## src/rtl/tx_hold_timer.sv

```systemverilog
// Per-channel hold-to-fire timers feeding a round-robin valid/ready event port.
// Optional macro TX_HOLD_TIMER_REPEAT_EN enables auto-repeat while held.
module tx_hold_timer #(
  parameter int NUM_CH        = 4,
  parameter int HOLD_CYCLES   = 10,
  parameter int REPEAT_CYCLES = 100
) (
  input  logic                                     i_Clk,
  input  logic                                     i_Rst,
  input  logic [NUM_CH-1:0]                        i_Stable,
  output logic [NUM_CH-1:0]                        o_Transmit,
  output logic                                     o_Valid,
  output logic [(NUM_CH>1?$clog2(NUM_CH):1)-1:0]   o_Ch,
  input  logic                                     i_Ready,
  output logic [NUM_CH-1:0]                        o_Drop
);

  localparam int CW   = (NUM_CH > 1) ? $clog2(NUM_CH) : 1;
  localparam int MAXC = (HOLD_CYCLES > REPEAT_CYCLES) ? HOLD_CYCLES : REPEAT_CYCLES;
  localparam int NW   = $clog2(MAXC) + 1;
  localparam logic [NW-1:0] HOLD_M1 = NW'(HOLD_CYCLES - 1);
`ifdef TX_HOLD_TIMER_REPEAT_EN
  localparam logic [NW-1:0] REP_M1  = NW'(REPEAT_CYCLES - 1);
`endif

  typedef enum logic [1:0] {S_IDLE, S_COUNT, S_HELD} state_t;

  state_t            r_state     [NUM_CH];
  state_t            w_state_nxt [NUM_CH];
  logic [NW-1:0]     r_cnt       [NUM_CH];
  logic [NW-1:0]     w_cnt_nxt   [NUM_CH];

  logic [NUM_CH-1:0] w_fire;
  logic [NUM_CH-1:0] w_clr;
  logic [NUM_CH-1:0] w_drop;
  logic [NUM_CH-1:0] w_pend_nxt;
  logic [NUM_CH-1:0] r_pend;
  logic [NUM_CH-1:0] r_tx;
  logic [NUM_CH-1:0] r_drop;
  logic              r_valid;
  logic [CW-1:0]     r_ch;
  logic [CW-1:0]     r_ptr;
  logic [CW-1:0]     w_ptr_nxt;
  logic [CW-1:0]     w_ch_nxt;
  logic              w_xfer;
  logic              w_lock;
  logic              w_found;
  int                w_idx;

  assign o_Transmit = r_tx;
  assign o_Drop     = r_drop;
  assign o_Valid    = r_valid;
  assign o_Ch       = r_ch;

  // Per-channel hold FSM: count consecutive highs, fire on the final one.
  always_comb begin
    for (int c = 0; c < NUM_CH; c++) begin
      w_state_nxt[c] = r_state[c];
      w_cnt_nxt[c]   = r_cnt[c];
      w_fire[c]      = 1'b0;
      unique case (r_state[c])
        S_IDLE: begin
          if (i_Stable[c]) begin
            w_state_nxt[c] = S_COUNT;
            w_cnt_nxt[c]   = NW'(1);
          end
        end
        S_COUNT: begin
          if (!i_Stable[c]) begin
            w_state_nxt[c] = S_IDLE;
            w_cnt_nxt[c]   = '0;
          end else if (r_cnt[c] == HOLD_M1) begin
            w_state_nxt[c] = S_HELD;
            w_cnt_nxt[c]   = '0;
            w_fire[c]      = 1'b1;
          end else begin
            w_cnt_nxt[c]   = r_cnt[c] + NW'(1);
          end
        end
        S_HELD: begin
          if (!i_Stable[c]) begin
            w_state_nxt[c] = S_IDLE;
            w_cnt_nxt[c]   = '0;
          end
`ifdef TX_HOLD_TIMER_REPEAT_EN
          else if (r_cnt[c] == REP_M1) begin
            w_cnt_nxt[c]   = '0;
            w_fire[c]      = 1'b1;
          end else begin
            w_cnt_nxt[c]   = r_cnt[c] + NW'(1);
          end
`endif
        end
        default: begin
          w_state_nxt[c] = S_IDLE;
          w_cnt_nxt[c]   = '0;
        end
      endcase
    end
  end

  // Pending set/clear, drop detection and round-robin grant with lock.
  always_comb begin
    w_xfer    = r_valid & i_Ready;
    w_lock    = r_valid & ~i_Ready;
    w_clr     = '0;
    w_ptr_nxt = r_ptr;
    if (w_xfer) begin
      w_clr[r_ch] = 1'b1;
      w_ptr_nxt   = (int'(r_ch) == NUM_CH - 1) ? '0 : r_ch + CW'(1);
    end
    w_drop     = w_fire & r_pend & ~w_clr;
    w_pend_nxt = (r_pend & ~w_clr) | w_fire;
    w_ch_nxt   = r_ch;
    w_found    = 1'b0;
    w_idx      = 0;
    if (!w_lock) begin
      w_ch_nxt = '0;
      for (int i = 0; i < NUM_CH; i++) begin
        w_idx = (int'(w_ptr_nxt) + i) % NUM_CH;
        if (!w_found && w_pend_nxt[w_idx]) begin
          w_ch_nxt = CW'(w_idx);
          w_found  = 1'b1;
        end
      end
    end
  end

  // State, counters, pending flags and registered event port.
  always_ff @(posedge i_Clk) begin
    if (i_Rst) begin
      for (int c = 0; c < NUM_CH; c++) begin
        r_state[c] <= S_IDLE;
        r_cnt[c]   <= '0;
      end
      r_pend  <= '0;
      r_tx    <= '0;
      r_drop  <= '0;
      r_valid <= 1'b0;
      r_ch    <= '0;
      r_ptr   <= '0;
    end else begin
      for (int c = 0; c < NUM_CH; c++) begin
        r_state[c] <= w_state_nxt[c];
        r_cnt[c]   <= w_cnt_nxt[c];
      end
      r_pend  <= w_pend_nxt;
      r_tx    <= w_fire;
      r_drop  <= w_drop;
      r_valid <= |w_pend_nxt;
      r_ch    <= w_ch_nxt;
      r_ptr   <= w_ptr_nxt;
    end
  end

endmodule

```

## config.mk

```make
export PLATFORM = sky130hd
export DESIGN_NAME = tx_hold_timer
export DESIGN_NICKNAME = d
export VERILOG_FILES = /design/src/rtl/tx_hold_timer.sv
export SDC_FILE = /design/constraint.sdc
export NUM_CORES = 1
export LEC_CHECK = 0
export CAP_MARGIN = 15
export CORE_MARGIN = 1
export CORE_UTILIZATION = 55
export CTS_CLUSTER_SIZE = 16
export DETAILED_ROUTE_END_ITERATION = 8
export HOLD_SLACK_MARGIN = 0.08
export PLACE_DENSITY = 0.72
export RECOVER_POWER = 25
export SLEW_MARGIN = 40
export SYNTH_ARGS = -nofsm -noshare
export SYNTH_HDL_FRONTEND = slang
export SYNTH_SLANG_ARGS = --single-unit
```

## constraint.sdc

```tcl
create_clock -name i_Clk -period 4.64 [get_ports i_Clk]
set_clock_uncertainty 0.2 [all_clocks]
set_input_delay 0.696 -clock i_Clk [delete_from_list [all_inputs] [get_ports i_Clk]]
set_output_delay 0.696 -clock i_Clk [all_outputs]
set_load 0.01 [all_outputs]
```

==> flow_metrics.py <==
metrics = {
    "status": {
        "outcome": "completed",
    },
    "timing": {
        "max_slew_margin_pct": 15.9,
        "setup_violations": 0,
        "report.final.slew_viol_count": 0,
        "post-route-min-period_ns": 3.02,
        "tightestPinTransition_ns": 1.26,
        "final.hold.worst_slack_ns": 0.278,
        "timing.fmax_ghz": 0.331,
        "fin_tns_setup_ns": 0,
        "final_hold_viol_count": 0,
        "finalCritPeriodShare_pct": 65.2,
        "rsz0062_at_grt": "false",
    },
    "finish": {
        "multiInputGateArea_um2": 1580,
        "mostFrequentLayoutCells": "57 x sky130_fd_sc_hd__dfxtp_1, 51 x sky130_fd_sc_hd__nor2_1, 23 x sky130_fd_sc_hd__nand2_1, 23 x sky130_fd_sc_hd__a21oi_1, 12 x sky130_fd_sc_hd__ha_1",
        "syn_to_final_growth_pct": 15.2,
        "mostFrequentLayoutCell": "sky130_fd_sc_hd__dfxtp_1",
        "num_antenna_cells": 0,
        "fillCellCount": 420,
        "final_layout_size_suffix_gt1_share_pct": 8.36,
        "ff_latch_area_um2": 1140,
        "layout.nets": 362,
    },
    "logic_synthesis": {
        "synth.yosys.warnings": 0,
        "synth_cell_type_count": 55,
        "synth_top_family_by_area": "simple AND/OR/NAND/NOR gates",
        "synth-adder-area-share_pct": 5.38,
        "synth-seq-cells": 57,
        "synthFlopType": "sky130_fd_sc_hd__dfxtp_1",
        "netlist_area_um2": 2790,
        "async_reset_ff_share_pct": 0,
        "syn_nets": 339,
        "seq_area_frac_synth_pct": 40.9,
        "yosysTopAreaCell": "sky130_fd_sc_hd__dfxtp_1",
        "synth_xor_xnor_area_share_pct": 4.08,
        "edff_count_synth": 0,
        "synthesized_instance_count": 320,
        "syn_avg_cell_area_um2": 8.72,
        "yosys.area_share.simple_pct": 29.7,
        "netlist.area_leader.share_pct": 40.9,
        "synth.area.mux_share_pct": 0.718,
        "yosys-top-cells-area": "sky130_fd_sc_hd__dfxtp_1 41%, sky130_fd_sc_hd__nor2_1 6.9%, sky130_fd_sc_hd__ha_1 5.4%, sky130_fd_sc_hd__a21oi_1 4.1%, sky130_fd_sc_hd__nand2_1 3.1%",
        "share_of_the_synthesized_area_in_compound_gates_ao_oa_aoi_oai_pct": 16.7,
    },
    "floorplanning": {
        "placeableCoreArea_um2": 4790,
        "core.rowCount": 25,
        "die_h_um": 73.2,
        "die_w_um": 73.2,
        "dieArea_um2": 5360,
        "initial_core_util_pct": 58.3,
        "number_of_i_o_pins": 18,
    },
    "global_routing": {
        "first_global_vias": 1950,
        "groute.usage.overall_pct": 21.8,
        "grt_first_pass_wirelength_mm": 8.80,
        "grt-ovfl-total": 0,
        "grt_start_max_net_pins": 31,
        "antenna_found_initial": 0,
    },
    "clocking": {
        "cts.clk_slew.worst_paths_ns": 0.06,
        "tritoncts": "yes",
        "htree_levels": 3,
        "clock_sink_count": 57,
        "clockBufferDepth": 2,
        "post_cts_resize_count": 0,
        "cts_hold_repair.buffers": 0,
        "cts_setup_buffers": 0,
        "clock_latency_ns": 0.32,
        "clock_tree.root_cell": "sky130_fd_sc_hd__clkbuf_8",
        "cts_made_buffers": 9,
    },
    "drt": {
        "post_detailed_route_count_of_antenna_violating_nets": 0,
        "drt-total-wl_mm": 5.26,
        "mean_number_of_vias_per_cell": 5.44,
        "detail_route.drc_violations": 0,
        "first_pass_iters": 4,
        "vias": 2254,
        "initialDrtViolationCount": 101,
        "wl_per_cell_um": 12.7,
    },
    "job": {
        "max_cap_viol_count": 0,
    },
    "setup_path": {
        "crit_path_start_kind": "input port",
        "path_max_fanout": 30,
        "crit_path_end_kind": "register",
        "critical_path_class": "input port to register",
        "slowest_delay_ns": 0.98,
        "critical_path_required_ns": 4.64,
        "critical_path.cell_chain": "dlygate4sd3_1 > clkbuf_1 > o21bai_1 > nor2_1",
        "worst_path_max_delay_cell": "sky130_fd_sc_hd__clkbuf_1",
        "cp_top_family": "buffers and inverters",
        "worst-r2r-cell-count": 6,
        "cp_num_buf_inv": 2,
        "arrival_time_of_data_at_the_critical_path_endpoint_ns": 3.02,
        "r2r_end": "o_Ch[1]",
        "slack_of_the_worst_reg_to_reg_path_ns": 2.37,
        "timing.rr.start": "r_cnt[1][0]",
    },
    "placed_design": {
        "buffer_ports.inserted": 17,
        "globalplace.congestion": 0.827,
        "place.detailed.hpwl_mm": 3.69,
    },
    "hold_path": {
        "timing.hold.worst.class": "register to register",
        "timing.hold.worst_path_depth": 1,
        "whs_endpoint": "o_Drop[0]",
        "min-delay-start": "r_pend[0]",
    },
    "power": {
        "design_power_total_uw": 1030,
        "cellLeakagePower_uw": 0.00125,
        "ir_worst_vdd_uv": 192,
        "p_per_area_nw_per_um2": 320,
    },
}
[per-stage QoR]
step,cell area (um^2),worst slack (ns),std cells,util (%)
after detailed placement,3020,1.98,399,63.2
final,3210,1.62,414,67.1
after CTS,3220,2.34,414,67.2
after global routing,3210,1.44,414,67.1
after floorplan,2790,2.55,320,-
after global placement,3020,1.97,399,63.2
[Yosys cell counts (2+ instances only)]
cell type and number:
sky130_fd_sc_hd__o21ai_0 11, sky130_fd_sc_hd__and3b_1 2, sky130_fd_sc_hd__and3_1 8, sky130_fd_sc_hd__mux2i_1 2, sky130_fd_sc_hd__o22a_1 5, sky130_fd_sc_hd__nor2_1 51, sky130_fd_sc_hd__nand3b_1 11, sky130_fd_sc_hd__ha_1 12
sky130_fd_sc_hd__nand2_1 23, sky130_fd_sc_hd__a31oi_1 3, sky130_fd_sc_hd__nor4b_1 4, sky130_fd_sc_hd__or4bb_1 4, sky130_fd_sc_hd__nor3_1 4, sky130_fd_sc_hd__xor2_1 7, sky130_fd_sc_hd__xnor2_1 6, sky130_fd_sc_hd__nor2b_1 6
sky130_fd_sc_hd__a311oi_1 2, sky130_fd_sc_hd__or3_1 6, sky130_fd_sc_hd__clkbuf_1 4, sky130_fd_sc_hd__a41oi_1 3, sky130_fd_sc_hd__nor3b_1 4, sky130_fd_sc_hd__or2b_2 2, sky130_fd_sc_hd__nand2b_1 5, sky130_fd_sc_hd__dfxtp_1 57
sky130_fd_sc_hd__inv_1 11, sky130_fd_sc_hd__a21o_1 2, sky130_fd_sc_hd__a21oi_1 23, sky130_fd_sc_hd__o2111ai_1 2, sky130_fd_sc_hd__o21bai_1 2, sky130_fd_sc_hd__or3b_2 3, sky130_fd_sc_hd__nand3_1 9, sky130_fd_sc_hd__nand4_1 3
[report_power, final]
part / switching, uW / leakage [uW] / internal, uW
combinational: 36.2 / 0.000683 / 27.6
clock: 185 / 0.000102 / 273
sequential: 9.58 / 0.000461 / 496
total: 231 / 0.00125 / 796
[cell type report]
class / instances / share of cell area (%)
Tap cell: 67 / 2.61
Sequential cell: 57 / 35.5
Multi-Input combinational cell: 246 / 49.1
Inverter: 11 / 1.29
Clock buffer: 12 / 4.83
Clock inverter: 3 / 1.25
Timing Repair Buffer: 18 / 5.41
[cell families after synthesis]
family / after synthesis
simple gates: 152
mux: 2
flops: 57
buf+inv: 17
fa+ha+maj: 12
compound gates: 67
xor+xnor: 13
[worst max-delay path by stage]
stage / cells after the start / start / end / slack, ns
after detailed placement: 4 / i_Rst / r_cnt[1][2] / 1.98
after floorplan: 6 / i_Stable[0] / r_cnt[0][7] / 2.55
after CTS: 4 / i_Rst / r_cnt[1][2] / 2.34
after global routing: 4 / i_Rst / r_cnt[1][2] / 1.44
after global placement: 6 / i_Stable[3] / o_Ch[1] / 1.97
final: 4 / i_Rst / r_cnt[1][2] / 1.62
[registers in the layout (all words and copies together) (netlist names)]
register,flops
o_Ch,2
o_Drop,4
o_Transmit,4
o_Valid,1
r_cnt,32
r_pend,4
r_ptr,2
r_state,8
[routing by layer]
metal	vias up	part of all wire [%]	GRT usage [%]
met5	-	0	0
met4	0	1.5	9.80
met3	7	3.1	7.04
met2	38	44	32.4
met1	1019	52	28.5
li1	1190	-	-
No activity file was read; power rests on OpenSTA's default activity.
